[src/rtl/converter_i2f_ext.sv]
// Integer / fixed-point to IEEE-754 single converter with STB/ACK handshakes on both sides.
// One conversion in flight; result appears five edges after capture.
module converter_i2f_ext #(
  parameter int IN_W    = 32,
  parameter int Q_SHIFT = 0
) (
  input  logic            i_CLK,
  input  logic            i_RSTN,
  input  logic [IN_W-1:0] i_A,
  input  logic            i_SIGNED,
  input  logic [1:0]      i_RMODE,
  input  logic            i_A_STB,
  output logic            o_A_ACK,
  output logic [31:0]     o_Z,
  output logic            o_Z_STB,
  output logic            o_INEXACT,
  input  logic            i_Z_ACK
);

  localparam int EXT_W = IN_W + 26;
  localparam int LZ_W  = $clog2(IN_W + 1);

  typedef enum logic [2:0] {S_GET, S_ABS, S_NORM, S_ROUND, S_PACK, S_PUT} state_t;

  state_t state, state_nxt;
  logic   a_ack_nxt, z_stb_nxt, z_load, cap;

  logic [IN_W-1:0]          a_p0;
  logic                     sgnin_p0;
  logic [1:0]               rm_p0;
  logic                     sign_p1, zero_p1;
  logic [IN_W-1:0]          mag_p1;
  logic [1:0]               rm_p1;
  logic                     sign_p2, zero_p2, g_p2, r_p2, s_p2;
  logic [1:0]               rm_p2;
  logic [23:0]              m_p2;
  logic signed [8:0]        exp_p2;
  logic                     sign_p3, zero_p3, inex_p3;
  logic [23:0]              m_p3;
  logic signed [8:0]        exp_p3;
  logic [31:0]              z_p4;
  logic                     inex_p4;

  logic                     sign_a;
  logic [IN_W-1:0]          mag_a;
  logic [LZ_W-1:0]          lz;
  logic [IN_W-1:0]          norm;
  logic [EXT_W-1:0]         ext;
  logic signed [8:0]        exp_n;
  logic                     inc;
  logic [23:0]              m_rnd;
  logic signed [8:0]        exp_rnd;
  logic signed [8:0]        exp_b;

  function automatic logic [LZ_W-1:0] lzc(input logic [IN_W-1:0] v);
    logic [LZ_W-1:0] n;
    logic            found;
    n     = LZ_W'(IN_W);
    found = 1'b0;
    for (int i = IN_W - 1; i >= 0; i--) begin
      if (!found && v[i]) begin
        n     = LZ_W'(IN_W - 1 - i);
        found = 1'b1;
      end
    end
    return n;
  endfunction

  function automatic logic round_inc(input logic [1:0] rm, input logic sgn, input logic lsb,
                                     input logic g, input logic r, input logic s);
    logic res;
    case (rm)
      2'd0:    res = g & (r | s | lsb);
      2'd1:    res = 1'b0;
      2'd2:    res = (g | r | s) & ~sgn;
      default: res = (g | r | s) & sgn;
    endcase
    return res;
  endfunction

  always_ff @(posedge i_CLK or negedge i_RSTN) begin
    if (!i_RSTN) state <= S_GET;
    else         state <= state_nxt;
  end

  assign cap = (state == S_GET) && o_A_ACK && i_A_STB;

  always_comb begin
    state_nxt = state;
    case (state)
      S_GET:   if (o_A_ACK && i_A_STB) state_nxt = S_ABS;
      S_ABS:   state_nxt = S_NORM;
      S_NORM:  state_nxt = S_ROUND;
      S_ROUND: state_nxt = S_PACK;
      S_PACK:  state_nxt = S_PUT;
      S_PUT:   if (o_Z_STB && i_Z_ACK) state_nxt = S_GET;
      default: state_nxt = S_GET;
    endcase
  end

  // PUT spends its first cycle loading the result, so STB rises on the fifth edge
  always_comb begin
    a_ack_nxt = 1'b0;
    z_stb_nxt = 1'b0;
    z_load    = 1'b0;
    case (state)
      S_GET: a_ack_nxt = !(o_A_ACK && i_A_STB);
      S_PUT: begin
        a_ack_nxt = o_Z_STB && i_Z_ACK;
        z_stb_nxt = o_Z_STB ? !i_Z_ACK : 1'b1;
        z_load    = !o_Z_STB;
      end
      default: ;
    endcase
  end

  always_ff @(posedge i_CLK or negedge i_RSTN) begin
    if (!i_RSTN) begin
      o_A_ACK   <= 1'b0;
      o_Z_STB   <= 1'b0;
      o_Z       <= '0;
      o_INEXACT <= 1'b0;
    end else begin
      o_A_ACK <= a_ack_nxt;
      o_Z_STB <= z_stb_nxt;
      if (z_load) begin
        o_Z       <= z_p4;
        o_INEXACT <= inex_p4;
      end
    end
  end

  always_comb begin
    sign_a = sgnin_p0 & a_p0[IN_W-1];
    mag_a  = sign_a ? (~a_p0 + IN_W'(1)) : a_p0;
    lz     = lzc(mag_p1);
    norm   = mag_p1 << lz;
    ext    = {norm, 26'd0};
    exp_n  = 9'(IN_W - 1 - Q_SHIFT) - 9'(lz);
    inc    = round_inc(rm_p2, sign_p2, m_p2[0], g_p2, r_p2, s_p2);
    if (inc && (m_p2 == 24'hFFFFFF)) begin
      m_rnd   = 24'h800000;
      exp_rnd = exp_p2 + 9'sd1;
    end else begin
      m_rnd   = m_p2 + 24'(inc);
      exp_rnd = exp_p2;
    end
    exp_b = exp_p3 + 9'sd127;
  end

  always_ff @(posedge i_CLK or negedge i_RSTN) begin
    if (!i_RSTN) begin
      a_p0 <= '0; sgnin_p0 <= 1'b0; rm_p0 <= '0;
      sign_p1 <= 1'b0; zero_p1 <= 1'b0; mag_p1 <= '0; rm_p1 <= '0;
      sign_p2 <= 1'b0; zero_p2 <= 1'b0; rm_p2 <= '0; m_p2 <= '0;
      g_p2 <= 1'b0; r_p2 <= 1'b0; s_p2 <= 1'b0; exp_p2 <= '0;
      sign_p3 <= 1'b0; zero_p3 <= 1'b0; inex_p3 <= 1'b0; m_p3 <= '0; exp_p3 <= '0;
      z_p4 <= '0; inex_p4 <= 1'b0;
    end else begin
      // capture: input word held until the next accepted transfer
      if (cap) begin
        a_p0     <= i_A;
        sgnin_p0 <= i_SIGNED;
        rm_p0    <= i_RMODE;
      end
      // ABS: sign/magnitude; two's-complement negate keeps the most negative value exact
      sign_p1 <= sign_a;
      mag_p1  <= mag_a;
      zero_p1 <= (a_p0 == '0);
      rm_p1   <= rm_p0;
      // NORM: MSB aligned, 24-bit mantissa plus guard/round/sticky
      sign_p2 <= sign_p1;
      zero_p2 <= zero_p1;
      rm_p2   <= rm_p1;
      m_p2    <= ext[EXT_W-1 -: 24];
      g_p2    <= ext[EXT_W-25];
      r_p2    <= ext[EXT_W-26];
      s_p2    <= |ext[EXT_W-27:0];
      exp_p2  <= exp_n;
      // ROUND
      sign_p3 <= sign_p2;
      zero_p3 <= zero_p2;
      m_p3    <= m_rnd;
      exp_p3  <= exp_rnd;
      inex_p3 <= g_p2 | r_p2 | s_p2;
      // PACK: zero forces +0.0
      z_p4    <= zero_p3 ? 32'h0 : {sign_p3, exp_b[7:0], m_p3[22:0]};
      inex_p4 <= zero_p3 ? 1'b0 : inex_p3;
    end
  end

endmodule

[config.mk]
export PLATFORM = sky130hd
export DESIGN_NAME = converter_i2f_ext
export DESIGN_NICKNAME = d
export VERILOG_FILES = /design/src/rtl/converter_i2f_ext.sv
export SDC_FILE = /design/constraint.sdc
export NUM_CORES = 1
export LEC_CHECK = 0
export ABC_AREA = 1
export CORE_ASPECT_RATIO = 0.8
export CORE_MARGIN = 1
export CORE_UTILIZATION = 60
export CTS_CLUSTER_SIZE = 25
export DETAILED_ROUTE_END_ITERATION = 12
export DONT_BUFFER_PORTS = 1
export GPL_TIMING_DRIVEN = 0
export PLACE_DENSITY = 0.85
export SYNTH_ARGS = -nofsm -noshare
export SYNTH_HDL_FRONTEND = slang
export SYNTH_SLANG_ARGS = --single-unit
[constraint.sdc]
create_clock -name i_CLK -period 5.9 [get_ports i_CLK]
set_clock_uncertainty 0.05 [all_clocks]
set_input_delay 0.295 -clock i_CLK [delete_from_list [all_inputs] [get_ports i_CLK]]
set_output_delay 0.295 -clock i_CLK [all_outputs]
set_load 0.02 [all_outputs]
==> results by group, run 1 <==
Power
  • Switching share of power: 0.4261
  • Seq pwr share: 0.413
  • Logic pwr share: 0.398
  • Internal: 3.838 mW
  • VDD IR max: 0.3210 mV
  • P_leak: 5.566 nW
  • Psw: 2.850 mW
  • Clock power frac: 0.189
  • Power Density: 570.7 nW/um^2

Yosys
  • Post-synthesis sequential area ratio: 0.5127
  • Synthesis-stage register bit count: 213
  • Primary FF master, synth: dfrtp_1
  • Syn. warnings: 0
  • Synth Instances: 1181
  • Top cell type's share of synthesized area: 0.5127
  • Syn_nets: 1225
  • Library cells used by synthesis: 45
  • Ys async rst share: 1.000
  • Synth area leaders: dfrtp_1 (51%), nand3_1 (8.9%), nand2_1 (6.3%)
  • Post-synth EDFFs: 0
  • Most frequent cell after synthesis: dfrtp_1
  • Commonest cells post-synth: dfrtp_1 (213), nand3_1 (184), nand2_1 (174), nor2_1 (139), inv_1 (135)
  • Area leader, netlist: dfrtp_1
  • Syn Std Cell Area: 10400 sq um
  • Synthesized area per cell: 8.803 sq um

Floorplan
  • Die W: 149.2 um
  • Initial Utilization: 0.6202
  • Top Ports: 74
  • Core area: 16760 sq um
  • Die area: 17860 sq um
  • Die H: 119.7 um
  • Std cell rows: 42

Timing
  • Hold_ws: 0.2964 ns
  • # setup viols final: 0
  • Final worst slack: 1.839 ns
  • Final Hold Fails: 0
  • Measured slew at the worst slew-check pin: 1.041 ns
  • Max-slew headroom: 0.3061
  • Max Slew Vio Count: 0
  • Min Tclk post-route: 4.061 ns
  • Setup TNS: 0 ns
  • Unrepaired setup endpoints after global routing: no
  • Achievable frequency: 0.2463 GHz
  • Period utilisation layout: 0.6883

Placement
  • Pre-CTS setup slack: 2.049 ns
  • Hpwl dp: 17750 um
  • Dpl cell area: 10670 sq um
  • Placer Congestion: 0.9229
  • Port Buf Inserts: 0

Setup path
  • Crit Path Class: flip-flop to flip-flop
  • Critical Path RT: 6.27 ns
  • CP Data Arrival Time: 4.43 ns
  • CP startpoint kind: flip-flop
  • Peak fanout along the critical path: 10
  • Setup crit end kind: flip-flop

Global route
  • Vias in the first global route: 8273
  • Total gr overflow: 0
  • Largest net degree at the start of global routing: 214
  • First-pass GRT wire length: 41430 um
  • GRT Total Usage: 0.2943
  • Initial antenna violation count: 0

Cells and area
  • Filler cells: 1200
  • Util after Layout: 0.6991
  • Nets@finish: 1287
  • Reg area: 5330 sq um
  • Area growth syn-to-layout: 12.73%
  • Design area: 11720 sq um
  • Share of layout cells above drive strength 1: 0.1075
  • Area of the multi-input gates: 4320 sq um
  • Diode count: 0

Outcome
  • Status: completed

Run
  • # Max-Cap Violations: 0

Routing
  • Total iterations of the first detailed-routing run: 6
  • Iter 0 DRT Violations: 864
  • Total number of vias: 8522
  • Vias per cell: 5.774
  • Met2 WL post-DR: 11730 um
  • Met3 routed WL: 1793 um
  • DRC: 0
  • Met1 WL: 11030 um
  • Final WL: 25030 um
  • DR WL/cell: 16.96 um
  • DR top layer: met4
  • Antenna violation net count after detailed routing: 0

Clocking
  • CTS tree: yes
  • Clk slew on worst S/H paths: 0.06 ns
  • Post-CTS Resized: 0
  • Clock Latency Late Sink: 0.50 ns
  • Num CTS Buffers: 21
  • Longest Clk Path Bufs: 3
  • Clock Tree Root: clkbuf_16
  • Clk sinks: 213
  • Clock H-tree levels: 1

Hold path
  • Worst Hold Class: flip-flop to flip-flop
what timing repair did:
item	in CTS	in global routing
hold buffers	39	0
endpoints found under the setup margin	0	0
endpoints found under the hold margin	250	0
buffers inserted	0	0
cell type report:
cell class | count | share of cell area
flip-flops and latches | 213 | 0.4548
multi-input cells | 789 | 0.3686
clock buffers | 27 | 0.04761
inverters | 139 | 0.04494
repair buffers | 39 | 0.03480
well taps | 220 | 0.02349
plain buffers | 40 | 0.01868
clock inverters | 9 | 0.007046
state kept, by name, indices dropped and copies added (netlist names), 2 cells and up:
signal / count
rm_p1: 2
m_p3: 23
m_p2: 24
state: 3
o_Z: 32
a_p0: 32
exp_p3: 8
z_p4: 32
rm_p0: 2
exp_p2: 6
mag_p1: 32
rm_p2: 2
through the flow:
| stage | power, mW | std cells |
|---|---|---|
| after global routing | 7.179 | 1476 |
| after global placement | 5.213 | 1401 |
| final | 6.689 | 1476 |
| after floorplan | 4.601 | 1181 |
| after detailed placement | 5.318 | 1401 |
| after CTS | 6.662 | 1476 |
path summary, 6_finish.rpt:
kind / from / to / slack (ns) / depth (start not counted)
min in group asynchronous: i_RSTN / o_INEXACT / 0.43 / 2
max in group asynchronous: i_RSTN / z_p4[8] / 4.55 / 2
hold reg to reg: zero_p2 / zero_p3 / 0.30 / 0
setup reg to reg: mag_p1[30] / m_p2[1] / 1.84 / 24
setup / recovery: mag_p1[30] / m_p2[1] / 1.84 / 24
hold / removal: zero_p2 / zero_p3 / 0.30 / 0
critical path, stage by stage, from the launching register on:
cell	delay [ns]
dfrtp_1	0.42
nor2_1	0.15
nand2_1	0.10
nor2_1	0.10
nand4_1	0.17
nor2_1	0.24
nand4_1	0.17
nor2_1	0.12
nand4_1	0.15
nor2_1	0.14
nand4_1	0.10
nor2_1	0.15
nand4_1	0.11
nor2_1	0.11
nand4_1	0.13
nor2_1	0.17
nand2_1	0.10
nand2_1	0.07
nor2_1	0.07
nand2_1	0.32
inv_1	0.12
clkbuf_1	0.30
nand3_1	0.20
nand2_1	0.09
nor2_1	0.13
routing by layer:
layer,global-route usage,vias up
met3,0.04753,41
met5,0,-
met4,0.06122,0
li1,-,4035
met1,0.4143,4122
met2,0.4823,324
kinds of logic after synthesis:
logic type,Yosys count,synth area share
simple gates,589,0.2616
flops,213,0.5127
buf+inv,179,0.07173
compound gates,101,0.05524
mux,56,0.06066
xor+xnor,38,0.03201
fa+ha+maj,5,0.006018
power groups by stage:
stage	Sequential [mW]	Clock (mW)	Combinational, mW
final	2.76	1.26	2.66
after global routing	2.84	1.34	3.00
after CTS	2.75	1.28	2.63
after detailed placement	2.77	0	2.55
after global placement	2.73	0	2.48
after floorplan	2.61	0	1.99
placed cells by master, fill, tap and decap left out, drive strengths merged:
cell type / instances
dfrtp: 213
nand3: 185
nand2: 177
nor2: 149
inv: 140
mux2: 56
a21oi: 48
clkbuf: 42
dlygate4sd3: 38
nand4: 35
nor3: 32
buf: 26
o21ai: 25
xor2: 24
xnor2: 14
o211ai: 13
ha: 5
clkinv: 5
a31oi: 4
o21a: 4
nor4: 4
or2: 2
o41ai: 2
and3: 2
a211oi: 2
nor3b: 2
clkinvlp: 2
o21bai: 1
o221ai: 1
nor4b: 1
o31ai: 1
bufinv: 1
(Power assumes the default switching activity.)
==> run 2: changes to the inputs <==
--- a/config.mk
+++ b/config.mk
@@ -5,15 +5,15 @@
 export SDC_FILE = /design/constraint.sdc
 export NUM_CORES = 1
 export LEC_CHECK = 0
-export ABC_AREA = 1
+export ABC_AREA = 0
 export CORE_ASPECT_RATIO = 0.8
 export CORE_MARGIN = 1
-export CORE_UTILIZATION = 60
+export CORE_UTILIZATION = 57
 export CTS_CLUSTER_SIZE = 25
 export DETAILED_ROUTE_END_ITERATION = 12
 export DONT_BUFFER_PORTS = 1
 export GPL_TIMING_DRIVEN = 0
-export PLACE_DENSITY = 0.85
+export PLACE_DENSITY = 0.84
 export SYNTH_ARGS = -nofsm -noshare
 export SYNTH_HDL_FRONTEND = slang
 export SYNTH_SLANG_ARGS = --single-unit
==> constraint.sdc (replaced) <==
create_clock -name i_CLK -period 3.7 [get_ports i_CLK]
set_clock_uncertainty 0.05 [all_clocks]
set_input_delay 0.185 -clock i_CLK [delete_from_list [all_inputs] [get_ports i_CLK]]
set_output_delay 0.185 -clock i_CLK [all_outputs]
set_load 0.02 [all_outputs]
==> run 2 against run 1 <==
  * The flow now finishes with violations (hold timing)
  * Clock-buffer cell count down 1
  * Hold slack got worse by 0.97 ns
  * Synthesized cell count shrank 23%
  * Total power grew 75%
  * Fmax rose by 11%
  * Non-clock buffer count increased by 2
  * Synthesized area down 3.6%
  * Sequential share of layout area increased by 1.4 points
  * Utilization shrank 2.4 points
  * Design area decreased by 2.9%
  * Setup slack worse by 1.8 ns
  * First-iteration DRC count down 27%
  * Critical path type unchanged
==> results by group, run 2 <==
Outcome
  • Status: finished, violations left
  • Violated checks: hold timing

Setup path
  • Critical R2R Capture: m_p2[18]
  • CP Data Arrival Time: 3.95 ns (-0.48 ns)
  • Peak fanout along the critical path: 10 (unchanged)
  • CP max-delay cell: or4_1
  • Worst Setup SP: mag_p1[30]
  • CP startpoint kind: flip-flop
  • Critical Path RT: 4.00 ns (-2.27 ns)
  • Setup crit end kind: flip-flop
  • FF-to-FF Start: mag_p1[30]
  • Flop2flop setup slack: 0.06 ns (-1.78 ns)
  • Max incr delay on CP: 0.53 ns (+0.11 ns)
  • Crit path capture: m_p2[18]
  • Crit Path Class: flip-flop to flip-flop
  • Crit-path cells: or4_1 > buf_2 > nor4_4 > buf_4 > nand2_4 > o21ai_4 > buf_6 > buf_4 > mux2i_1 > mux2i_1 > a222oi_1 > o21ai_1
  • Reg2Reg Depth: 12 (-50%)

Timing
  • Achievable frequency: 0.2744 GHz (+11%)
  • Measured slew at the worst slew-check pin: 0.9639 ns (-0.07694 ns)
  • Min Tclk post-route: 3.644 ns (-0.4164 ns)
  • Unrepaired setup endpoints after global routing: no
  • Max-slew headroom: 0.3525 (+0.04635)
  • Final worst slack: 0.05566 ns (-1.784 ns)
  • # setup viols final: 0 (unchanged)
  • Period utilisation layout: 0.9850 (+0.2967)
  • Final Hold Fails: 213 (+213)
  • Max Slew Vio Count: 0 (unchanged)
  • Hold_ws: -0.6719 ns (-0.9683 ns)

Global route
  • Initial antenna violation count: 0 (unchanged)
  • Total gr overflow: 0 (unchanged)
  • Largest net degree at the start of global routing: 214 (unchanged)
  • Vias in the first global route: 7217 (-13%)
  • GRT Total Usage: 0.2650 (-0.02928)
  • First-pass GRT wire length: 37250 um (-10%)

Yosys
  • Synth area leaders: dfrtp_1 (53%), mux2_2 (8.0%), mux2i_1 (3.6%)
  • Most frequent cell after synthesis: dfrtp_1
  • Primary FF master, synth: dfrtp_1
  • Area leader, netlist: dfrtp_1
  • Synth Instances: 913 (-23%)
  • Post-synth EDFFs: 0 (unchanged)
  • Syn. warnings: 0 (unchanged)
  • Post-synthesis sequential area ratio: 0.5321 (+0.01940)
  • Ys async rst share: 1.000 (unchanged)
  • Adder-cell share of the synthesized area: 0.006245 (+0.0002277)
  • Commonest cells post-synth: dfrtp_1 (213), nor2_1 (82), nand2_1 (72), mux2_2 (71), a21oi_1 (45)
  • Syn_nets: 957 (-22%)
  • Simple-Gate Fraction of Synth Area: 0.1500 (-0.1116)
  • XOR/XNOR Fraction of Synth Area: 0.05246 (+0.02045)
  • Synthesis-stage register bit count: 213 (unchanged)
  • Library cells used by synthesis: 78 (+73%)
  • Top cell type's share of synthesized area: 0.5321 (+0.01940)
  • Main combinational cell family by area after synthesis: simple AND/OR/NAND/NOR gates
  • Synthesized area per cell: 10.97 sq um (+25%)
  • Post-synthesis compound-gate area fraction: 0.1137 (+0.05842)
  • Syn Std Cell Area: 10020 sq um (-3.6%)
  • Mux share of post-synthesis cell area: 0.1187 (+0.05800)

Cells and area
  • Nets@finish: 1022 (-21%)
  • Area growth syn-to-layout: 13.61%
  • Filler cells: 1228 (+2.3%)
  • Most common cell after layout, fill and taps aside: dfrtp_1
  • Share of layout cells above drive strength 1: 0.1410 (+0.03350)
  • Util after Layout: 0.6747 (-0.02446)
  • Commonest non-fill, non-tap cells in the layout: dfrtp_1 (213), nor2_1 (82), nand2_1 (72)

Clocking
  • Num CTS Buffers: 21 (unchanged)
  • Clock H-tree levels: 1 (unchanged)
  • Clk sinks: 213 (unchanged)
  • CTS Hold Bufs: 38 (-2.6%)
  • Clk slew on worst S/H paths: 0.06 ns (about the same)
  • Longest Clk Path Bufs: 3 (unchanged)
  • Clock Latency Late Sink: 0.50 ns (about the same)
  • Clock Tree Root: clkbuf_16
  • CTS tree: yes

Routing
  • Vias per cell: 6.135 (+6.3%)
  • DR WL/cell: 18.98 um (+12%)
  • Final WL: 23040 um (-7.9%)
  • Total number of vias: 7448 (-13%)
  • Total iterations of the first detailed-routing run: 6 (unchanged)
  • DRC: 0 (unchanged)
  • Iter 0 DRT Violations: 633 (-27%)
  • Antenna violation net count after detailed routing: 0 (unchanged)

Power
  • Power Density: 1029 nW/um^2 (+80%)
  • VDD IR max: 0.5514 mV (+72%)
  • P_leak: 4.864 nW (-13%)
  • Overall Power: 11.71 mW (+75%)

Placement
  • Hpwl dp: 16040 um (-9.6%)
  • Pre-CTS setup slack: -0.1454 ns (-2.194 ns)
  • Placer Congestion: 0.9466 (+2.6%)
  • Port Buf Inserts: 0 (unchanged)

Floorplan
  • Std cell rows: 42 (unchanged)
  • Initial Utilization: 0.5938 (-0.02634)
  • Die W: 150.2 um (+0.70%)
  • Die H: 120.6 um (+0.70%)
  • Die area: 18110 sq um (+1.4%)
  • Top Ports: 74 (unchanged)
  • Core area: 16870 sq um (+0.63%)

Run
  • # Max-Cap Violations: 0 (unchanged)

Hold path
  • Worst Hold Class: primary input to asynchronous set/reset pin
[run 2: layout make-up]
cell class	instances	area, sq um	area share
clock buffers	26	554.3	0.04870
flip-flops and latches	213	5330	0.4683
multi-input cells	641	4441	0.3902
clock inverters	12	98.84	0.008685
repair buffers	42	410.4	0.03606
well taps	220	275.3	0.02419
diodes	1	2.502	0.0002199
inverters	20	77.57	0.006816
plain buffers	39	191.4	0.01682
[run 2: per-layer routing]
metal / vias up / track usage / routed length [um] / part of all wire
li1: 3417 / - / - / -
met1: 3664 / 0.3564 / 9921 / 0.43
met2: 308 / 0.4416 / 10910 / 0.47
met3: 59 / 0.04113 / 1555 / 0.067
met4: 0 / 0.08460 / 655 / 0.028
met5: - / 0 / 0 / 0
[run 2: power breakdown]
part           internal [mW]  total (mW)  leakage (nW)  switching (mW)
sequential              3.40        4.52          2.56            1.12
combinational           2.21        5.17          1.98            2.96
clock                   1.14        2.01         0.326           0.869
total                   6.76        11.7          4.86            4.95
[run 2: worst min path at each step]
stage	start	endpoint	slack, ns	depth (start not counted)
final	i_RSTN	state[2]	-0.67	0
after global routing	i_RSTN	state[1]	-0.69	0
after CTS	i_RSTN	zero_p3	-0.68	0
after detailed placement	i_RSTN	state[2]	-0.16	0
after global placement	i_RSTN	state[2]	-0.16	0
after floorplan	i_RSTN	a_p0[0]	-0.16	0
[run 2: cells by family after synthesis]
logic type               count (synthesis)
flip-flops                             213
adder cells (fa/ha/maj)                  5
multiplexers                           109
buffers and inverters                   59
AND/OR/NAND/NOR                        300
XOR/XNOR                                60
AO/OA/AOI/OAI                          167
[run 2: worst max-delay path, delay by kind of cell (launching register included)]
family                 cells  cell delay, ns
AND/OR/NAND/NOR            3            0.93
flip-flops                 1            0.45
AO/OA/AOI/OAI              3            0.84
buffers and inverters      4            0.84
multiplexers               2            0.39
[run 2: through the flow]
step	setup TNS, ns	instances	area, sq um
floorplan	0	913	10020
global placement	-0.5356	1133	10290
detailed placement	-0.6011	1133	10290
CTS	0	1211	11340
global route	0	1213	11380
finish	0	1214	11380
[run 2: repair_timing]
action | CTS | global route
pin swaps | 1 | 2
gates cloned | 0 | 0
endpoints found under the hold margin | 252 | 213
gates resized for setup | 0 | 4
setup buffers | 2 | 2
setup endpoints to repair | 9 | 23
